File: src/rtl/fft_frame_loader.sv
// Streams N_SAMPLES words from the sample RAM into the FFT sample bank, fires the transform and waits for completion.
// Optional inter-frame pacing state is built when FRAME_PACING_EN is defined.
module fft_frame_loader #(
  parameter int unsigned N_SAMPLES   = 16,
  parameter int unsigned RAM_LATENCY = 2,
  parameter int unsigned LAST_ADDR   = 32767,
  parameter int unsigned PACE_CYCLES = 33554431
) (
  input  logic        Clk,
  input  logic        Reset_n,
  input  logic        start,
  output logic [14:0] ram_addr,
  output logic        ram_rden,
  input  logic [15:0] ram_q,
  output logic        samp_we,
  output logic [3:0]  samp_idx,
  output logic [23:0] samp_data,
  input  logic        fft_ready,
  output logic        fft_load,
  input  logic        fft_done,
  output logic        busy,
  output logic [15:0] frame_count
);

  localparam int unsigned WAIT_W = (RAM_LATENCY > 2) ? $clog2(RAM_LATENCY) : 1;

  typedef enum logic [2:0] {
    IDLE     = 3'd0,
    FETCH    = 3'd1,
    WAIT     = 3'd2,
    CAPTURE  = 3'd3,
    LAUNCH   = 3'd4,
    WAIT_FFT = 3'd5
`ifdef FRAME_PACING_EN
    , PACE   = 3'd6
`endif
  } state_t;

  state_t            state, state_nxt;
  logic [3:0]        slot;
  logic [WAIT_W-1:0] wait_cnt;
  logic              last_slot;
  logic              wait_last;

  assign last_slot = (slot == 4'(N_SAMPLES - 1));
  assign wait_last = (wait_cnt == WAIT_W'(RAM_LATENCY - 2));

`ifdef FRAME_PACING_EN
  localparam int unsigned PACE_W = (PACE_CYCLES > 0) ? $clog2(PACE_CYCLES + 1) : 1;
  logic [PACE_W-1:0] pace_cnt;
  logic              pace_last;

  assign pace_last = (pace_cnt == PACE_W'(PACE_CYCLES));

  always_ff @(posedge Clk or negedge Reset_n) begin
    if (!Reset_n)
      pace_cnt <= '0;
    else if (state == PACE)
      pace_cnt <= pace_last ? '0 : pace_cnt + 1'b1;
  end
`endif

  always_ff @(posedge Clk or negedge Reset_n) begin
    if (!Reset_n)
      state <= IDLE;
    else
      state <= state_nxt;
  end

  always_comb begin
    state_nxt = state;
    case (state)
      IDLE:     if (start && fft_ready) state_nxt = FETCH;
      // With a single-cycle RAM there is nothing to wait for after the issue.
      FETCH:    state_nxt = (RAM_LATENCY > 1) ? WAIT : CAPTURE;
      WAIT:     if (wait_last) state_nxt = CAPTURE;
      CAPTURE:  state_nxt = last_slot ? LAUNCH : FETCH;
      LAUNCH:   state_nxt = WAIT_FFT;
`ifdef FRAME_PACING_EN
      WAIT_FFT: if (fft_done) state_nxt = PACE;
      PACE:     if (pace_last) state_nxt = IDLE;
`else
      WAIT_FFT: if (fft_done) state_nxt = IDLE;
`endif
      default:  state_nxt = IDLE;
    endcase
  end

  always_comb begin
    ram_rden  = (state == FETCH) || (state == WAIT);
    samp_we   = (state == CAPTURE);
    fft_load  = (state == LAUNCH);
    busy      = (state != IDLE);
    samp_idx  = slot;
    samp_data = samp_we ? {{8{ram_q[15]}}, ram_q} : '0;
  end

  // Read address deliberately survives across frames; only reset clears it.
  always_ff @(posedge Clk or negedge Reset_n) begin
    if (!Reset_n) begin
      ram_addr    <= '0;
      slot        <= '0;
      wait_cnt    <= '0;
      frame_count <= '0;
    end else begin
      case (state)
        FETCH:    wait_cnt <= '0;
        WAIT:     wait_cnt <= wait_cnt + 1'b1;
        CAPTURE: begin
          ram_addr <= (ram_addr == 15'(LAST_ADDR)) ? '0 : ram_addr + 15'd1;
          slot     <= last_slot ? '0 : slot + 4'd1;
        end
        WAIT_FFT: if (fft_done) frame_count <= frame_count + 16'd1;
        default: ;
      endcase
    end
  end

endmodule

File: config.mk
export PLATFORM = sky130hd
export DESIGN_NAME = fft_frame_loader
export DESIGN_NICKNAME = d
export VERILOG_FILES = /design/src/rtl/fft_frame_loader.sv
export SDC_FILE = /design/constraint.sdc
export NUM_CORES = 1
export LEC_CHECK = 0
export BUFFER_PORTS_ARGS = -buffer_cell sky130_fd_sc_hd__buf_2
export CORE_MARGIN = 4
export CORE_UTILIZATION = 45
export DETAILED_ROUTE_END_ITERATION = 12
export PLACE_DENSITY = 0.75
export SYNTH_ARGS = -nofsm -noshare
export SYNTH_HDL_FRONTEND = slang
export SYNTH_SLANG_ARGS = --single-unit
export TNS_END_PERCENT = 1
File: constraint.sdc
create_clock -name Clk -period 5.1 [get_ports Clk]
set_input_delay 0.765 -clock Clk [delete_from_list [all_inputs] [get_ports Clk]]
set_output_delay 0.765 -clock Clk [all_outputs]
set_load 0.01 [all_outputs]
==> flow_metrics.tcl, run 1 <==
set metrics [dict create \
    reg2reg_from "state[0]" \
    grt_pass1_vias 1708 \
    postLayoutCoreUtil 0.571 \
    fmax_ghz 0.352 \
    stdcell_count 334 \
    postCtsResizedCells 0 \
    grt_start_max_net_pins 40 \
    crit_end "samp_data[16]" \
    synth_nets 230 \
    cts_buffers 5 \
    status "finished, final reports clean" \
    maxSlewHeadroom 0.430 \
    avgSynthCellArea_um2 9.95 \
    hp-class "register to register" \
    die_w_um 75.5 \
    grt_pass1_wl_mm 7.50 \
    whs_ns 0.475 \
    drive_gt1_frac 0.337 \
    layout_setup_ws_ns 2.26 \
    cts_max_level 2 \
    cts_tree "built" \
    switching_power_mw 0.384 \
    p_comb_frac 0.359 \
    core_um2 4380 \
    period_share 0.557 \
    worst_pin_slew_ns 0.856 \
    yosys_warnings 0 \
    num-nets-final 305 \
    min_period_ns 2.84 \
    setup_violations 0 \
    p_per_area_nw_per_um2 399 \
    drt_iter0_drc 42 \
    die_area_um2 5700 \
    rsz0062_at_grt "false" \
    seq_power_share 0.445 \
    crit_start "state[2]" \
    ios 84 \
    path_class "register to output pin" \
    hold_viol 0 \
    grt_overflow 0 \
    regToRegSetupSlack_ns 2.96 \
    dpl.hpwl_mm 3.41 \
    num_rows 24 \
    num_vias 1724 \
    ys_types 35 \
    insertion_delay_ns 0.28 \
    postCtsSetupBuffers 0 \
    die_h_um 75.5 \
    port-buffer-count 83 \
    wl_per_cell_um 13.3 \
    clk_pin_slew_ns 0.07 \
    cp_max_fo 27 \
    r2r.worst_path.cells 5 \
    placed_cells 326 \
    initial_utilization 0.467 \
    insertedDiodeCount 0 \
    worstHoldPathCells 1 \
    cp-start-kind "register" \
    drc 0 \
    ant_nets 0 \
    netlist_area_um2 2050 \
    reg2reg_to "ram_addr[3]" \
    ir_drop_mv 0.282 \
    cap_violations 0 \
    cts.sinks 39 \
    cts_hold_buffers 0 \
    swShare 0.384 \
    grtUsageTotal 0.172 \
    synth_cells 206 \
    avgViaCountPerCell 5.16 \
    antenna_found_initial 0 \
    power.internal_mw 0.616 \
    mostFrequentLayoutCells "83 x buf_2, 39 x dfrtp_1, 21 x nand2_1" \
    final_max_slew_viol_count 0 \
    layout.cells.most_common "buf_2" \
    fillers 402 \
    setup-tns-final_ns 0 \
    first_pass_iters 4 \
    routed_wl_mm 4.45 \
    finalClockSkew_ns 0.00915 \
    critPathCaptureType "output pin" \
    clkPwrFrac 0.196 \
    place.gp.congestion 0.855 \
    seq_area_frac_synth 0.476 \
    p_leak_nw 1.34 \
    dp_worst_setup_slack_ns 2.54 \
    clockBufferDepth 2 \
    crit_required_ns 4.34 \
    critPathArrivalTime_ns 2.07 \
    clock-root-buffer "clkbuf_8" \
    area_delta_synth_final_pct 22.2 \
    synth_seq_cells 39 \
]
==> worst min path at each step <==
stage	slack, ns	startpoint	end
after floorplan	0.47	Reset_n	frame_count[0]
after global placement	0.45	frame_count[15]	frame_count[15]
after detailed placement	0.47	frame_count[15]	frame_count[15]
after CTS	0.48	frame_count[15]	frame_count[15]
after global routing	0.51	frame_count[15]	frame_count[15]
final	0.47	frame_count[15]	frame_count[15]
==> flip-flops by register name (all words and copies together) (netlist names) <==
| name | count |
|---|---|
| samp_idx | 4 |
| ram_addr | 15 |
| wait_cnt | 1 |
| state | 3 |
| frame_count | 16 |
==> per-layer routing <==
metal,global-route usage,vias up,share of wire
li1,-,846,-
met1,0.219,798,0.43
met2,0.284,75,0.48
met4,0.0641,0,0.012
met3,0.0435,5,0.085
met5,0,-,0
==> cell type report <==
class                           instances  area, um^2  share of cell area
Clock buffer                            7        76.3              0.0305
Clock inverter                          1        5.00             0.00200
Inverter                                4        15.0             0.00599
Multi-Input combinational cell        148         952               0.380
Sequential cell                        39         976               0.390
Tap cell                               52        65.1              0.0260
Timing Repair Buffer                   83         415               0.166
==> synth_stat cells <==
library cell,n,share of area
nand3b_4,1,0.0098
and4_1,3,0.013
mux2_2,1,0.0055
o22ai_1,1,0.0031
dfrtp_1,39,0.48
o21a_1,1,0.0037
ha_1,3,0.018
xnor2_1,20,0.085
nor4_1,5,0.015
or2_2,1,0.0031
nand2_1,21,0.038
xor2_1,8,0.034
and3_1,4,0.012
nand4_1,10,0.031
nor4_2,1,0.0061
a21o_1,1,0.0037
nor2_1,15,0.027
buf_2,1,0.0024
nor3_1,3,0.0073
o21ai_0,8,0.020
or4_1,1,0.0037
and4b_1,1,0.0049
nand4b_1,1,0.0043
nand3_1,8,0.020
clkinv_1,1,0.0018
a21oi_1,6,0.015
buf_4,11,0.040
or3_1,2,0.0061
and2_1,16,0.049
inv_1,3,0.0055
nand4_2,2,0.012
buf_6,1,0.0055
clkbuf_1,2,0.0037
mux2i_1,1,0.0049
nand2b_1,3,0.0092
==> power by group through the flow <==
stage | Combinational [mW] | Clock (mW) | Sequential (mW)
final | 0.359 | 0.196 | 0.445
after CTS | 0.368 | 0.204 | 0.445
after global placement | 0.362 | 0 | 0.447
after global routing | 0.410 | 0.217 | 0.457
after detailed placement | 0.366 | 0 | 0.450
after floorplan | 0.263 | 0 | 0.434
==> worst max-delay path: stages (launching register included) <==
cell and delay, ns:
dfrtp_1 0.49, nand3b_4 0.26, clkinv_1 0.46, and2_1 0.42
buf_2 0.16
==> through the flow <==
step                      instance area [um^2]  power [mW]
after global placement                    2420       0.809
final                                     2500        1.00
after CTS                                 2500        1.02
after detailed placement                  2420       0.816
after global routing                      2500        1.08
after floorplan                           2050       0.696
==> cells by family after synthesis <==
logic type / after synthesis / synth area share
xor gates and xnor gates: 28 / 0.120
muxes: 2 / 0.0104
buffers and inverters: 19 / 0.0592
and+or+nand+nor: 98 / 0.272
AOI/OAI and AO/OA: 17 / 0.0446
DFF: 39 / 0.476
adders and majority gates: 3 / 0.0183
(Power assumes the default switching activity.)
==> run 2: changes to the inputs <==
ABC_AREA = 1   (was unset)
PLACE_DENSITY = 0.76   (was 0.75)
clock period = 2.34 ns   (was 5.1 ns; I/O delays follow)
==> run 2 against run 1 <==
Count of clock-buffer cells in the layout increased by 1. Die area increased by 16%. Cell area increased by 16%. Global-route usage about the same. Combinational power increased by 130%. Sequential power increased by 110%. Synthesized cell count increased by 58%. Largest cell class is now multi-input gates.
==> flow_metrics.tcl, run 2 <==
set metrics [dict create \
    port-buffer-count 83 \
    insertion_delay_ns 0.29 \
    num_rows 26 \
    die_h_um 81.3 \
    cp-start-kind "register" \
    synth_commonest_cells "71 x nand2_1, 57 x inv_1, 49 x nor2_1, 39 x dfrtp_1, 25 x nand3_1" \
    antenna_found_initial 0 \
    drt_iter0_drc 117 \
    avgSynthCellArea_um2 7.43 \
    placed_cells 465 \
    cts_max_level 2 \
    ir_drop_mv 0.361 \
    clock-root-buffer "clkbuf_8" \
    cap_violations 0 \
    grt_pass1_vias 2121 \
    drive_gt1_frac 0.283 \
    p_leak_nw 1.65 \
    cp.depth 5 \
    finalClockSkew_ns 0.00745 \
    critPathArrivalTime_ns 1.69 \
    synth.top_cells.by_area "dfrtp_1 40%, nand2_1 11%, inv_1 8.9%" \
    setup-tns-final_ns 0 \
    synthArstFlopShare 1.00 \
    ys_types 29 \
    drc 0 \
    grtUsageTotal 0.173 \
    critPathSlowestCell "dfrtp_1" \
    top_register "frame_count" \
    synth_nets 349 \
    final_max_slew_viol_count 0 \
    period_share 0.871 \
    clk_pin_slew_ns 0.08 \
    area_delta_synth_final_pct 20.6 \
    postCtsSetupBuffers 0 \
    reg2reg_from "state[0]" \
    seq_area_frac_synth 0.404 \
    grt_start_max_net_pins 40 \
    stdcell_count 473 \
    ant_nets 0 \
    cts_hold_buffers 0 \
    crit_required_ns 1.99 \
    synth_cells 325 \
    synth_ff_type "dfrtp_1" \
    num_vias 2232 \
    grt_overflow 0 \
    mostFrequentLayoutCells "83 x buf_2, 71 x nand2_1, 57 x inv_1" \
    postCtsResizedCells 0 \
    path_class "register to output pin" \
    place.gp.congestion 0.872 \
    insertedDiodeCount 0 \
    ios 84 \
    status "finished, final reports clean" \
    initial_utilization 0.470 \
    synth_largest_area_cell "dfrtp_1" \
    rsz0062_at_grt "false" \
    routed_wl_mm 5.40 \
    worst_pin_slew_ns 0.879 \
    min_period_ns 2.04 \
    synth_top_area_frac 0.404 \
    fillers 502 \
    largest_register_ffs 16 \
    p_per_area_nw_per_um2 773 \
    netlist_area_um2 2420 \
    die_area_um2 6610 \
    cp_top_family "flip-flops" \
    synth_edf_count 0 \
    critPathCaptureType "output pin" \
    layout.cells.most_common "buf_2" \
    grt_pass1_wl_mm 8.94 \
    hp-class "primary input to async pin" \
    cts_buffers 5 \
    cp_cell_sequence "clkinv_2 -> nand3_4 -> buf_4 -> nor2_1 -> buf_2" \
    synth_seq_cells 39 \
    maxSlewHeadroom 0.414 \
    yosysMostFrequentCell "nand2_1" \
    avgViaCountPerCell 4.72 \
    die_w_um 81.3 \
    clockBufferDepth 2 \
    wl_per_cell_um 11.4 \
    regToRegSetupSlack_ns 0.78 \
    core_um2 5140 \
    cts_tree "built" \
    num-nets-final 426 \
    setup_violations 0 \
    r2r.worst_path.cells 7 \
    yosys_warnings 0 \
    first_pass_iters 4 \
    dpl.hpwl_mm 4.27 \
    cts.sinks 39 \
    fmax_ghz 0.491 \
    cp.buffers_inverters 3 \
    hold_viol 0 \
    max_stage_delay_ns 0.62 \
    reg2reg_to "ram_addr[13]" \
    cp_max_fo 16 \
]
==> run 2: cell types whose count changed after synthesis, moves of 4 or more <==
cell / previous run / this run
and2_1: 16 / 2
and3_1: 4 / 0
inv_1: 3 / 57
nand2_1: 21 / 71
nand2_2: 0 / 6
nand3_1: 8 / 25
nor2_1: 15 / 49
nor2_2: 0 / 4
nor2_4: 0 / 5
nor4_1: 5 / 0
xnor2_1: 20 / 5
==> run 2: cell families (layout without fill, tap and decap cells) <==
logic type,after synthesis,count (layout),synth area share
AND/OR/NAND/NOR,181,181,0.353
buffers and inverters,74,152,0.140
flip-flops,39,39,0.404
XOR/XNOR,15,15,0.0544
AO/OA/AOI/OAI,13,13,0.0326
adder cells (fa/ha/maj),3,3,0.0155
==> run 2: worst reg2reg max path: cells and delay by family, from the launching register on <==
family	cells	cell delay, ns
flip-flops	1	0.59
AND/OR/NAND/NOR	7	0.87
==> run 2: cell type report <==
cell class              instances  area (um^2)  share of cell area
repair buffers                 84          423               0.145
clock buffers                   8          100              0.0343
well taps                      70         87.6              0.0301
inverters                      60          226              0.0777
multi-input cells             212         1100               0.378
flip-flops and latches         39          976               0.335
==> run 2: per-stage QoR <==
stage               power (mW)  area (um^2)  utilization  worst slack (ns)  hold slack, ns
floorplan                 1.53         2420            -             0.536          0.0554
global placement          1.75         2810        0.547             0.691           0.480
detailed placement        1.78         2810        0.547             0.624           0.488
CTS                       2.29         2910        0.567             0.305           0.204
global route              2.44         2910        0.567             0.124           0.243
finish                    2.25         2910        0.567             0.302           0.179
==> run 2: how the worst max path moves through the flow <==
stage,to,startpoint
global placement,samp_data[12],state[2]
global route,samp_data[19],state[2]
floorplan,samp_data[16],state[2]
finish,samp_data[2],state[2]
detailed placement,samp_data[2],state[2]
CTS,samp_data[16],state[2]
==> run 2: where the power goes <==
group / switching (mW) / total, mW / internal (mW)
Combinational: 0.493 / 0.810 / 0.317
Clock: 0.233 / 0.503 / 0.269
Sequential: 0.158 / 0.940 / 0.782
==> run 2: routing by layer <==
metal	global-route usage	up-vias	share of wire
met5	0	-	0
met4	0.0676	0	0.015
met3	0.0410	9	0.080
met2	0.318	82	0.49
met1	0.188	1005	0.42
li1	-	1136	-
==> run 3: changes to the inputs <==
==> constraint.sdc (replaced) <==
create_clock -name Clk -period 2.34 [get_ports Clk]
set_input_delay 0.234 -clock Clk [delete_from_list [all_inputs] [get_ports Clk]]
set_output_delay 0.234 -clock Clk [all_outputs]
set_load 0.01 [all_outputs]
==> run 3 against run 2 <==
Register-to-register slack is essentially flat. Largest cell class unchanged. Cell area grew 0.34%. Critical endpoint is now samp_data[18]. Worst hold slack lost 0.12 ns. Sequential share of layout area shrank 0.11 points. Final cell count shrank 0.21%. Total power grew 2.9%. Highest routed layer unchanged. First-iteration DRC count shrank 24%. Critical path type unchanged. Wire length shrank 3.0%. Clock skew is essentially flat. Flip-flop and latch count is the same.
==> flow_metrics.tcl, run 3 (synthesis results as in run 2) <==
set metrics [dict create \
    status "finished, final reports clean" \
    insertion_delay_ns 0.29 \
    final_max_slew_viol_count 0 \
    top_register "frame_count" \
    grt_pass1_wl_mm 8.85 \
    p_leak_nw 1.66 \
    postCtsSetupBuffers 0 \
    cts_tree "built" \
    cp_cell_sequence "clkinv_2 -> nand3_4 -> nor2_1 -> buf_2" \
    area_delta_synth_final_pct 21.0 \
    critPathSlowestCell "dfrtp_1" \
    clk_pin_slew_ns 0.08 \
    ios 84 \
    cts.sinks 39 \
    grt_pass1_vias 2101 \
    grt_overflow 0 \
    place.gp.congestion 0.903 \
    worst_pin_slew_ns 0.871 \
    fmax_ghz 0.489 \
    initial_utilization 0.470 \
    insertedDiodeCount 0 \
    whs_ns 0.0627 \
    die_area_um2 6610 \
    path_class "register to output pin" \
    postCtsResizedCells 0 \
    fillers 498 \
    drc 0 \
    cp_top_family "simple AND/OR/NAND/NOR gates" \
    die_w_um 81.3 \
    largest_register_ffs 16 \
    num_rows 26 \
    drt_iter0_drc 89 \
    num_vias 2231 \
    hp-class "primary input to async pin" \
    cts_hold_buffers 0 \
    cts_buffers 5 \
    first_pass_iters 4 \
    ir_drop_mv 0.401 \
    maxSlewHeadroom 0.419 \
    cts_max_level 2 \
    cp.buffers_inverters 2 \
    crit_required_ns 2.11 \
    clock-root-buffer "clkbuf_8" \
    antenna_found_initial 0 \
    setup_violations 0 \
    critPathArrivalTime_ns 1.81 \
    finalClockSkew_ns 0.00705 \
    min_period_ns 2.05 \
    regToRegSetupSlack_ns 0.77 \
    die_h_um 81.3 \
    num-nets-final 425 \
    core_um2 5140 \
    grt_start_max_net_pins 40 \
    mostFrequentLayoutCells "83 x buf_2, 71 x nand2_1, 57 x inv_1" \
    dpl.hpwl_mm 4.08 \
    cap_violations 0 \
    rsz0062_at_grt "false" \
    critPathCaptureType "output pin" \
    p_per_area_nw_per_um2 793 \
    wl_per_cell_um 11.1 \
    setup-tns-final_ns 0 \
    avgViaCountPerCell 4.73 \
    ant_nets 0 \
    hold_viol 0 \
    drive_gt1_frac 0.284 \
    cp_max_fo 23 \
    grtUsageTotal 0.169 \
    clockBufferDepth 2 \
    layout.cells.most_common "buf_2" \
    max_stage_delay_ns 0.54 \
    cp-start-kind "register" \
    port-buffer-count 83 \
    period_share 0.875 \
    routed_wl_mm 5.24 \
]
## run 3: cell types whose count changed in the layout (fill, tap and decap cells not counted)
cell / delta
clkbuf_8: -1
bufinv_16: +1
clkbuf_1: -1
buf_4: -1
clkinv_2: +1
## run 3: area by class of cell
type | instances | area, um^2 | area share
sequential | 39 | 976 | 0.334
timing repair buffer | 83 | 415 | 0.142
clock buffer | 6 | 82.6 | 0.0282
inverter | 60 | 226 | 0.0774
tap | 70 | 87.6 | 0.0300
multi-input combinational | 212 | 1100 | 0.377
clock inverter | 2 | 35.0 | 0.0120
## run 3: layer usage
metal	up-vias	routed length (um)	track usage
met5	-	0	0
met4	0	65	0.0557
met1	1006	2220	0.198
li1	1134	-	-
met3	8	482	0.0399
met2	83	2470	0.300
## run 3: per-stage QoR
stage          area, um^2  cells   util  worst slack [ns]  total power [mW]
2_1_floorplan        2420    325      -             0.653              1.53
3_3_place_gp         2810    464  0.546             0.668              1.75
3_5_place_dp         2810    464  0.546             0.597              1.77
4_1_cts              2920    472  0.569             0.272              2.36
5_1_grt              2920    472  0.569            0.0806              2.49
6_report             2920    472  0.569             0.293              2.32
## run 3: where the power goes
group          total, mW  leakage [nW]  switching, mW  internal, mW
logic              0.794          1.09          0.487         0.307
registers          0.946         0.500          0.164         0.782
clock network      0.578        0.0612          0.233         0.345
## run 3: path summary, 6_finish.rpt
| path | from | depth (start not counted) | endpoint |
|---|---|---|---|
| worst max register to register | state[2] | 7 | ram_addr[10] |
| worst min register to register | frame_count[15] | 2 | frame_count[15] |
| worst max-delay path | state[2] | 4 | samp_data[18] |
| max in group asynchronous | Reset_n | 1 | frame_count[5] |
| min in group Clk | fft_done | 3 | frame_count[0] |
| worst min-delay path | Reset_n | 1 | ram_addr[4] |
## run 3: worst register-to-register path, stage by stage, from the launching register on
cell	delay [ns]
dfrtp_1	0.54
clkinv_2	0.15
nand3_4	0.23
nor2_4	0.25
nand2_1	0.11
o21bai_1	0.13
nand2_1	0.06
inv_1	0.05
